==> config.mk <==
export PLATFORM = sky130hd
export DESIGN_NAME = lab07_initiator_flat
export DESIGN_NICKNAME = d
export VERILOG_FILES = /design/src/rtl/lab07_pkg.sv /design/src/rtl/lab07_initiator_if.sv /design/src/rtl/lab07_golden.sv /design/src/rtl/lab07_initiator.sv /design/src/flat_wrapper.sv
export SDC_FILE = /design/constraint.sdc
export NUM_CORES = 1
export LEC_CHECK = 0
export BUFFER_PORTS_ARGS = -buffer_cell sky130_fd_sc_hd__buf_2
export CAP_MARGIN = 20
export CORE_AREA = 4 4 96 98
export CTS_CLUSTER_DIAMETER = 100
export DETAILED_ROUTE_END_ITERATION = 16
export DIE_AREA = 0 0 100 102
export PLACE_DENSITY = 0.56
export SLEW_MARGIN = 10
export SYNTH_ARGS = -nofsm -noshare
export SYNTH_HDL_FRONTEND = slang
export SYNTH_SLANG_ARGS = --single-unit
==> constraint.sdc <==
create_clock -name clk -period 2.7 [get_ports clk]
set_input_delay 0.135 -clock clk [delete_from_list [all_inputs] [get_ports clk]]
set_output_delay 0.135 -clock clk [all_outputs]
set_load 0.01 [all_outputs]
==> src/rtl/lab07_pkg.sv <==
// Shared types, widths and the golden sort-and-arith helpers for the Lab07 initiator.
package lab07_pkg;

    localparam int unsigned NUM_W   = 4;
    localparam int unsigned NUM_CNT = 4;
    localparam int unsigned RES_W   = 7;
    localparam int unsigned LAT_W   = 8;
    localparam int unsigned MODE_W  = 2;
    localparam int unsigned CMD_W   = NUM_W * NUM_CNT;
    localparam int unsigned ARITH_W = 8;

    typedef enum logic [1:0] {
        IDLE = 2'd0,
        SEND = 2'd1,
        WAIT = 2'd2,
        RESP = 2'd3
    } state_e;

    typedef logic signed [NUM_W-1:0] num_t;

    // Mode arithmetic on already-sorted numbers, 8-bit signed, low 7 bits kept.
    function automatic logic [RES_W-1:0] lab07_arith(num_t s0, num_t s1, num_t s2, num_t s3,
                                                     logic [MODE_W-1:0] m);
        logic signed [ARITH_W-1:0] a0, a1, a2, a3, r;
        a0 = ARITH_W'(s0);
        a1 = ARITH_W'(s1);
        a2 = ARITH_W'(s2);
        a3 = ARITH_W'(s3);
        case (m)
            2'd0:    r = a0 + a1;
            2'd1:    r = a1 - a0;
            2'd2:    r = a3 - a2;
            default: r = a0 - a3;
        endcase
        return r[RES_W-1:0];
    endfunction

    // Full golden computation on a packed command (behavioural sort).
    function automatic logic [RES_W-1:0] lab07_golden_fn(logic [CMD_W-1:0] nums,
                                                         logic [MODE_W-1:0] m);
        num_t s [NUM_CNT];
        num_t t;
        for (int i = 0; i < NUM_CNT; i++) begin
            s[i] = nums[i*NUM_W +: NUM_W];
        end
        for (int i = 0; i < NUM_CNT - 1; i++) begin
            for (int j = 0; j < NUM_CNT - 1 - i; j++) begin
                if (s[j] > s[j+1]) begin
                    t      = s[j];
                    s[j]   = s[j+1];
                    s[j+1] = t;
                end
            end
        end
        return lab07_arith(s[0], s[1], s[2], s[3], m);
    endfunction

endpackage

==> src/rtl/lab07_initiator_if.sv <==
// Command, core-facing and response signals of the Lab07 initiator.
interface lab07_initiator_if;
    import lab07_pkg::*;

    logic                  cmd_valid;
    logic                  cmd_ready;
    logic [CMD_W-1:0]      cmd_nums;
    logic [MODE_W-1:0]     cmd_mode;
    logic                  in_valid;
    logic [NUM_W-1:0]      in_number;
    logic [MODE_W-1:0]     mode;
    logic                  out_valid;
    logic [RES_W-1:0]      out_result;
    logic                  rsp_valid;
    logic                  rsp_ready;
    logic [RES_W-1:0]      rsp_result;
    logic [LAT_W-1:0]      rsp_latency;
    logic                  rsp_timeout;
    logic                  rsp_mismatch;

    modport master (
        input  cmd_valid, cmd_nums, cmd_mode, out_valid, out_result, rsp_ready,
        output cmd_ready, in_valid, in_number, mode,
        output rsp_valid, rsp_result, rsp_latency, rsp_timeout, rsp_mismatch
    );

    modport slave (
        output cmd_valid, cmd_nums, cmd_mode, out_valid, out_result, rsp_ready,
        input  cmd_ready, in_valid, in_number, mode,
        input  rsp_valid, rsp_result, rsp_latency, rsp_timeout, rsp_mismatch
    );

endinterface

==> src/rtl/lab07_golden.sv <==
// Golden reference: 4-input sorting network followed by the mode arithmetic.
module lab07_golden
    import lab07_pkg::*;
(
    input  logic [CMD_W-1:0]  nums,
    input  logic [MODE_W-1:0] mode,
    output logic [RES_W-1:0]  result_c
);

    num_t n0, n1, n2, n3;
    num_t a0, a1, a2, a3;
    num_t b0, b1, b2, b3;
    num_t c1, c2;

    function automatic num_t smin(num_t x, num_t y);
        return (x < y) ? x : y;
    endfunction

    function automatic num_t smax(num_t x, num_t y);
        return (x < y) ? y : x;
    endfunction

    // Three compare-exchange layers: (0,1)(2,3), (0,2)(1,3), (1,2).
    always_comb begin
        n0 = nums[0*NUM_W +: NUM_W];
        n1 = nums[1*NUM_W +: NUM_W];
        n2 = nums[2*NUM_W +: NUM_W];
        n3 = nums[3*NUM_W +: NUM_W];
        a0 = smin(n0, n1);
        a1 = smax(n0, n1);
        a2 = smin(n2, n3);
        a3 = smax(n2, n3);
        b0 = smin(a0, a2);
        b2 = smax(a0, a2);
        b1 = smin(a1, a3);
        b3 = smax(a1, a3);
        c1 = smin(b1, b2);
        c2 = smax(b1, b2);
        result_c = lab07_arith(b0, c1, c2, b3, mode);
    end

endmodule

==> src/rtl/lab07_initiator.sv <==
// Lab07 initiator: serializes one command onto the core, waits for the answer
// under a timeout and returns result/latency/status on a valid/ready port.
// Optional macro LAB07_INITIATOR_CHECK_EN adds a golden-model result check.
module lab07_initiator
    import lab07_pkg::*;
#(
    parameter int unsigned TIMEOUT = 200
) (
    input  logic               clk,
    input  logic               rst,
    lab07_initiator_if.master  bus
);

    localparam int unsigned IDX_W  = $clog2(NUM_CNT);
    localparam int unsigned WCNT_W = $clog2(TIMEOUT + 1);

    state_e              state_q, state_d;
    logic                cmd_ready_q, cmd_ready_d;
    logic                in_valid_q, in_valid_d;
    logic [NUM_W-1:0]    in_number_q, in_number_d;
    logic [MODE_W-1:0]   mode_q, mode_d;
    logic [CMD_W-1:0]    nums_q, nums_d;
    logic [IDX_W-1:0]    idx_q, idx_d;
    logic [LAT_W-1:0]    lat_q, lat_d;
    logic [WCNT_W-1:0]   wcnt_q, wcnt_d;
    logic                rsp_valid_q, rsp_valid_d;
    logic [RES_W-1:0]    rsp_result_q, rsp_result_d;
    logic [LAT_W-1:0]    rsp_latency_q, rsp_latency_d;
    logic                rsp_timeout_q, rsp_timeout_d;
    logic                rsp_mismatch_q, rsp_mismatch_d;
    logic [LAT_W-1:0]    lat_inc;
    logic [RES_W-1:0]    golden;

`ifdef LAB07_INITIATOR_CHECK_EN
    localparam bit CHECK_EN = 1'b1;

    lab07_golden u_golden (
        .nums     (nums_q),
        .mode     (mode_q),
        .result_c (golden)
    );
`else
    localparam bit CHECK_EN = 1'b0;

    assign golden = '0;
`endif

    // Saturating latency increment.
    assign lat_inc = (lat_q == '1) ? lat_q : lat_q + LAT_W'(1);

    // State and output registers with synchronous reset.
    always_ff @(posedge clk) begin
        if (rst) begin
            state_q        <= IDLE;
            cmd_ready_q    <= 1'b0;
            in_valid_q     <= 1'b0;
            in_number_q    <= '0;
            mode_q         <= '0;
            nums_q         <= '0;
            idx_q          <= '0;
            lat_q          <= '0;
            wcnt_q         <= '0;
            rsp_valid_q    <= 1'b0;
            rsp_result_q   <= '0;
            rsp_latency_q  <= '0;
            rsp_timeout_q  <= 1'b0;
            rsp_mismatch_q <= 1'b0;
        end else begin
            state_q        <= state_d;
            cmd_ready_q    <= cmd_ready_d;
            in_valid_q     <= in_valid_d;
            in_number_q    <= in_number_d;
            mode_q         <= mode_d;
            nums_q         <= nums_d;
            idx_q          <= idx_d;
            lat_q          <= lat_d;
            wcnt_q         <= wcnt_d;
            rsp_valid_q    <= rsp_valid_d;
            rsp_result_q   <= rsp_result_d;
            rsp_latency_q  <= rsp_latency_d;
            rsp_timeout_q  <= rsp_timeout_d;
            rsp_mismatch_q <= rsp_mismatch_d;
        end
    end

    // Next state and next registered outputs.
    always_comb begin
        state_d        = state_q;
        cmd_ready_d    = cmd_ready_q;
        in_valid_d     = in_valid_q;
        in_number_d    = in_number_q;
        mode_d         = mode_q;
        nums_d         = nums_q;
        idx_d          = idx_q;
        lat_d          = lat_q;
        wcnt_d         = wcnt_q;
        rsp_valid_d    = rsp_valid_q;
        rsp_result_d   = rsp_result_q;
        rsp_latency_d  = rsp_latency_q;
        rsp_timeout_d  = rsp_timeout_q;
        rsp_mismatch_d = rsp_mismatch_q;

        case (state_q)
            IDLE: begin
                cmd_ready_d = 1'b1;
                mode_d      = '0;
                if (bus.cmd_valid && cmd_ready_q) begin
                    state_d     = SEND;
                    cmd_ready_d = 1'b0;
                    nums_d      = bus.cmd_nums;
                    mode_d      = bus.cmd_mode;
                    in_valid_d  = 1'b1;
                    in_number_d = bus.cmd_nums[NUM_W-1:0];
                    idx_d       = '0;
                    lat_d       = '0;
                end
            end

            SEND: begin
                lat_d = lat_inc;
                if (idx_q == IDX_W'(NUM_CNT - 1)) begin
                    state_d     = WAIT;
                    in_valid_d  = 1'b0;
                    in_number_d = '0;
                    wcnt_d      = '0;
                end else begin
                    idx_d       = idx_q + IDX_W'(1);
                    in_number_d = nums_q[32'(idx_d) * NUM_W +: NUM_W];
                end
            end

            WAIT: begin
                lat_d = lat_inc;
                if (bus.out_valid) begin
                    state_d        = RESP;
                    rsp_valid_d    = 1'b1;
                    rsp_result_d   = bus.out_result;
                    rsp_latency_d  = lat_q;
                    rsp_timeout_d  = 1'b0;
                    rsp_mismatch_d = CHECK_EN && (bus.out_result != golden);
                end else if (wcnt_q == WCNT_W'(TIMEOUT - 1)) begin
                    state_d        = RESP;
                    rsp_valid_d    = 1'b1;
                    rsp_result_d   = '0;
                    rsp_latency_d  = lat_q;
                    rsp_timeout_d  = 1'b1;
                    rsp_mismatch_d = CHECK_EN;
                end else begin
                    wcnt_d = wcnt_q + WCNT_W'(1);
                end
            end

            RESP: begin
                if (bus.rsp_ready) begin
                    state_d        = IDLE;
                    cmd_ready_d    = 1'b1;
                    mode_d         = '0;
                    rsp_valid_d    = 1'b0;
                    rsp_result_d   = '0;
                    rsp_latency_d  = '0;
                    rsp_timeout_d  = 1'b0;
                    rsp_mismatch_d = 1'b0;
                end
            end

            default: begin
                state_d = IDLE;
            end
        endcase
    end

    assign bus.cmd_ready    = cmd_ready_q;
    assign bus.in_valid     = in_valid_q;
    assign bus.in_number    = in_number_q;
    assign bus.mode         = mode_q;
    assign bus.rsp_valid    = rsp_valid_q;
    assign bus.rsp_result   = rsp_result_q;
    assign bus.rsp_latency  = rsp_latency_q;
    assign bus.rsp_timeout  = rsp_timeout_q;
    assign bus.rsp_mismatch = rsp_mismatch_q;

endmodule

==> src/flat_wrapper.sv <==
// flat-port wrapper written by rule: the top's interface ports become plain ports
module lab07_initiator_flat import lab07_pkg::*;
#(
    parameter int unsigned TIMEOUT = 200
)
  (clk, rst, bus_cmd_valid, bus_cmd_nums, bus_cmd_mode, bus_out_valid, bus_out_result, bus_rsp_ready, bus_cmd_ready, bus_in_valid, bus_in_number, bus_mode, bus_rsp_valid, bus_rsp_result, bus_rsp_latency, bus_rsp_timeout, bus_rsp_mismatch);
  lab07_initiator_if bus_i ();
  input  logic clk;
  input  logic rst;
  input wire logic [$bits(bus_i.cmd_valid)-1:0] bus_cmd_valid;
  input wire logic [$bits(bus_i.cmd_nums)-1:0] bus_cmd_nums;
  input wire logic [$bits(bus_i.cmd_mode)-1:0] bus_cmd_mode;
  input wire logic [$bits(bus_i.out_valid)-1:0] bus_out_valid;
  input wire logic [$bits(bus_i.out_result)-1:0] bus_out_result;
  input wire logic [$bits(bus_i.rsp_ready)-1:0] bus_rsp_ready;
  output wire logic [$bits(bus_i.cmd_ready)-1:0] bus_cmd_ready;
  output wire logic [$bits(bus_i.in_valid)-1:0] bus_in_valid;
  output wire logic [$bits(bus_i.in_number)-1:0] bus_in_number;
  output wire logic [$bits(bus_i.mode)-1:0] bus_mode;
  output wire logic [$bits(bus_i.rsp_valid)-1:0] bus_rsp_valid;
  output wire logic [$bits(bus_i.rsp_result)-1:0] bus_rsp_result;
  output wire logic [$bits(bus_i.rsp_latency)-1:0] bus_rsp_latency;
  output wire logic [$bits(bus_i.rsp_timeout)-1:0] bus_rsp_timeout;
  output wire logic [$bits(bus_i.rsp_mismatch)-1:0] bus_rsp_mismatch;
  assign bus_i.cmd_valid = bus_cmd_valid;
  assign bus_i.cmd_nums = bus_cmd_nums;
  assign bus_i.cmd_mode = bus_cmd_mode;
  assign bus_i.out_valid = bus_out_valid;
  assign bus_i.out_result = bus_out_result;
  assign bus_i.rsp_ready = bus_rsp_ready;
  assign bus_cmd_ready = bus_i.cmd_ready;
  assign bus_in_valid = bus_i.in_valid;
  assign bus_in_number = bus_i.in_number;
  assign bus_mode = bus_i.mode;
  assign bus_rsp_valid = bus_i.rsp_valid;
  assign bus_rsp_result = bus_i.rsp_result;
  assign bus_rsp_latency = bus_i.rsp_latency;
  assign bus_rsp_timeout = bus_i.rsp_timeout;
  assign bus_rsp_mismatch = bus_i.rsp_mismatch;
  lab07_initiator #(.TIMEOUT(TIMEOUT)) u_core (.clk(clk), .rst(rst), .bus(bus_i));
endmodule
==> impl_metrics.tcl <==
set metrics [dict create \
    finalClockSkew_ns 0.00622 \
    layout_setup_ws_ns 0.537 \
    grt_overflow 0 \
    final_common_cell "dfxtp_1" \
    hpwlAfterDp_mm 5.03 \
    cts_setup_buffers 0 \
    ys_seq_area_share_pct 42.7 \
    vias_per_cell 5.20 \
    arrival_ns 2.43 \
    diodes 0 \
    routed_wl_mm 7.15 \
    start_kind "register" \
    die_w_um 100 \
    clk_path_buf_depth 2 \
    fin_crit_sh_pct 80.1 \
    crit_required_ns 2.97 \
    final_cell_mix "dfxtp_1 (61), buf_2 (54), nand2_1 (44), a21oi_1 (44), o21ai_0 (25)" \
    post_dp_cell_area_mm2 0.00321 \
    path_depth 6 \
    final_layout_size_suffix_gt1_share_pct 21.9 \
    crit_type "register to register" \
    drc_errors 0 \
    cts_buffers 9 \
    rsz0062_at_grt "no" \
    root_buffer "clkbuf_8" \
    worst_pin_slew_ns 0.801 \
    io_buffers 54 \
    status "finished clean" \
    setup_viol 0 \
    ys_ff_latch 61 \
    track_usage_pct 14.7 \
    period_minus_slack_ns 2.16 \
    clock_latency_ns 0.34 \
    start_util_pct 33.8 \
    leakage_nw 1.29 \
    h-tree-depth 3 \
    cts_resized 0 \
    place_inst 481 \
    rows 34 \
    vias 2582 \
    drtAntennaViolNets 0 \
    clock.fmax_ghz 0.462 \
    cp_num_buf_inv 1 \
    syn_inst 335 \
    coreArea_mm2 0.00847 \
    endpoint "u_core.bus.rsp_latency[6]" \
    cts_hold_buf 0 \
    power_density_mw_per_mm2 804 \
    ys_types 51 \
    hp-class "primary input to register" \
    reg2reg_depth 6 \
    syn_area_mm2 0.00286 \
    final_cell_area_mm2 0.00343 \
    antenna_found_initial 0 \
    slew_headroom_pct 46.0 \
    drt-initial-drc-count 121 \
    fp.dieH_um 102 \
    clock-sinks 61 \
    io_pins 56 \
    ys_warn_count 0 \
    crit_fanout 19 \
    nFillCells 871 \
    timing.rr.start "u_core.state_q[0]" \
    cts_tree "built" \
    synth_nets 372 \
    drt_pass1_iterations 4 \
    syn_area_per_cell_um2 8.53 \
    routedWlPerCell_um 14.4 \
    grt_pass1_wl_mm 11.9 \
    crit_family "compound AO/OA/AOI/OAI gates" \
    die_area_mm2 0.0102 \
    hold_ws_ns 0.0201 \
    setup_tns_ns 0 \
    critPathMaxStageDelay_ns 0.58 \
    hold_viol 0 \
    report.final.slew_viol_count 0 \
    cap_violations 0 \
    final_cell_count_no_fill 497 \
    crit_chain "inv_1, ha_1, nor2b_1, o41a_1, o21ai_0, a21oi_1" \
    grt_max_degree 29 \
    clk_pin_slew_worst_paths_ns 0.07 \
    timing.rr.end "u_core.bus.rsp_latency[6]" \
    startpoint "u_core.state_q[0]" \
    endpoint_kind "register" \
    pre_cts_slack_ns 0.548 \
    slowest_stage "o41a_1" \
    nNetsFinal 421 \
    gp_congestion 0.788 \
    reg2reg_slack_ns 0.54 \
    ir_drop_uv 357 \
    syn_to_final_growth_pct 20.0 \
    grt_pass1_vias 2505 \
]
[worst min-delay path by stage]
| stage | startpoint | to | cells past startpoint |
|---|---|---|---|
| after detailed placement | bus_cmd_nums[7] | u_core.nums_q[7] | 3 |
| after global placement | bus_cmd_nums[6] | u_core.nums_q[6] | 3 |
| after floorplan | bus_cmd_nums[0] | u_core.nums_q[0] | 2 |
| final | bus_cmd_nums[6] | u_core.nums_q[6] | 3 |
| after CTS | bus_cmd_nums[9] | u_core.nums_q[9] | 3 |
| after global routing | bus_cmd_nums[13] | u_core.nums_q[13] | 3 |
[per-stage QoR]
| step | power, W | utilization [%] |
|---|---|---|
| detailed placement | 0.00189 | 38.0 |
| global placement | 0.00187 | 38.0 |
| global route | 0.00294 | 40.5 |
| CTS | 0.00279 | 40.5 |
| finish | 0.00276 | 40.5 |
| floorplan | 0.00165 | - |
[cells by family (layout without fill, tap and decap cells)]
group,count (synthesis),after routing,share of synthesized area (%)
AOI/OAI and AO/OA,100,100,20.7
xor gates and xnor gates,3,3,0.920
adders and majority gates,7,7,3.06
buffers and inverters,29,83,4.20
DFF,61,61,42.7
muxes,7,7,4.20
other,1,1,0.131
and+or+nand+nor,127,127,24.1
[tightest hold or removal path: stages]
cell	delay (ns)
buf_2	0.09
nand2_1	0.04
a21oi_1	0.05
[area by class of cell]
cell class                      instances  area [µm²]  share of cell area [%]
Clock buffer                           10         128                    3.72
Clock inverter                          6        87.6                    2.55
Sequential cell                        61        1220                    35.6
Tap cell                              108         135                    3.94
Multi-Input combinational cell        245        1520                    44.2
Timing Repair Buffer                   60         315                    9.19
Inverter                                7        26.3                   0.766
[registers in the layout, indices dropped and copies added, names as in the netlist]
name and flops:
u_core.wcnt_q 8, u_core.bus.rsp_timeout 1, u_core.bus.rsp_latency 8, u_core.bus.mode 2, u_core.bus.cmd_ready 1, u_core.nums_q 16
u_core.bus.rsp_result 7, u_core.lat_q 8, u_core.bus.in_valid 1, u_core.idx_q 2, u_core.bus.rsp_valid 1, u_core.state_q 2
u_core.bus.in_number 4
[per-layer routing]
metal | vias up | routed length [µm] | track usage (%)
met2 | 51 | 3330 | 23.7
met1 | 1215 | 3470 | 19.0
li1 | 1312 | - | -
met3 | 4 | 308 | 4.03
met5 | - | 0 | 0
met4 | 0 | 38 | 5.28
[synthesized netlist by cell type (all sizes together)]
| master | instances | share of area [%] |
|---|---|---|
| a2bb2oi | 1 | 0.31 |
| o41a | 1 | 0.39 |
| conb | 1 | 0.13 |
| clkbuf | 15 | 2.0 |
| and2 | 3 | 0.66 |
| nand3b | 1 | 0.26 |
| a22oi | 3 | 0.79 |
| or3 | 4 | 0.88 |
| mux4 | 4 | 3.2 |
| buf | 7 | 1.3 |
| a21o | 1 | 0.26 |
| dfxtp | 61 | 43 |
| nand4b | 16 | 4.9 |
| ha | 7 | 3.1 |
| nand2 | 44 | 5.8 |
| o41ai | 1 | 0.57 |
| a2111oi | 3 | 0.92 |
| a211o | 1 | 0.31 |
| nor2b | 7 | 1.5 |
| or2 | 1 | 0.22 |
| a31oi | 4 | 0.88 |
| nor3b | 1 | 0.26 |
| nor4 | 1 | 0.22 |
| and3 | 5 | 1.1 |
| a21bo | 1 | 0.35 |
| o31ai | 2 | 0.53 |
| nand2b | 7 | 1.5 |
| a21oi | 44 | 7.7 |
| or4 | 2 | 0.66 |
| mux2i | 3 | 1.1 |
| o211ai | 2 | 0.53 |
| a211oi | 1 | 0.26 |
| nand4 | 4 | 1.1 |
| o21ai | 27 | 4.7 |
| nand3 | 11 | 1.9 |
| o311ai | 1 | 0.31 |
| nor2 | 14 | 1.8 |
| xor2 | 3 | 0.92 |
| inv | 7 | 0.92 |
| o21a | 2 | 0.53 |
| o221ai | 2 | 0.61 |
| nor3 | 6 | 1.2 |
| o22ai | 2 | 0.44 |
| a21boi | 1 | 0.26 |
[report_power, final]
| part | internal [W] | leakage, nW | total, W | switching, W |
|---|---|---|---|---|
| Clock | 0.000518 | 0.0985 | 0.000895 | 0.000377 |
| Combinational | 0.000308 | 0.694 | 0.000790 | 0.000482 |
| Sequential | 0.00100 | 0.494 | 0.00107 | 0.0000694 |
No activity file was read; power rests on OpenSTA's default activity.
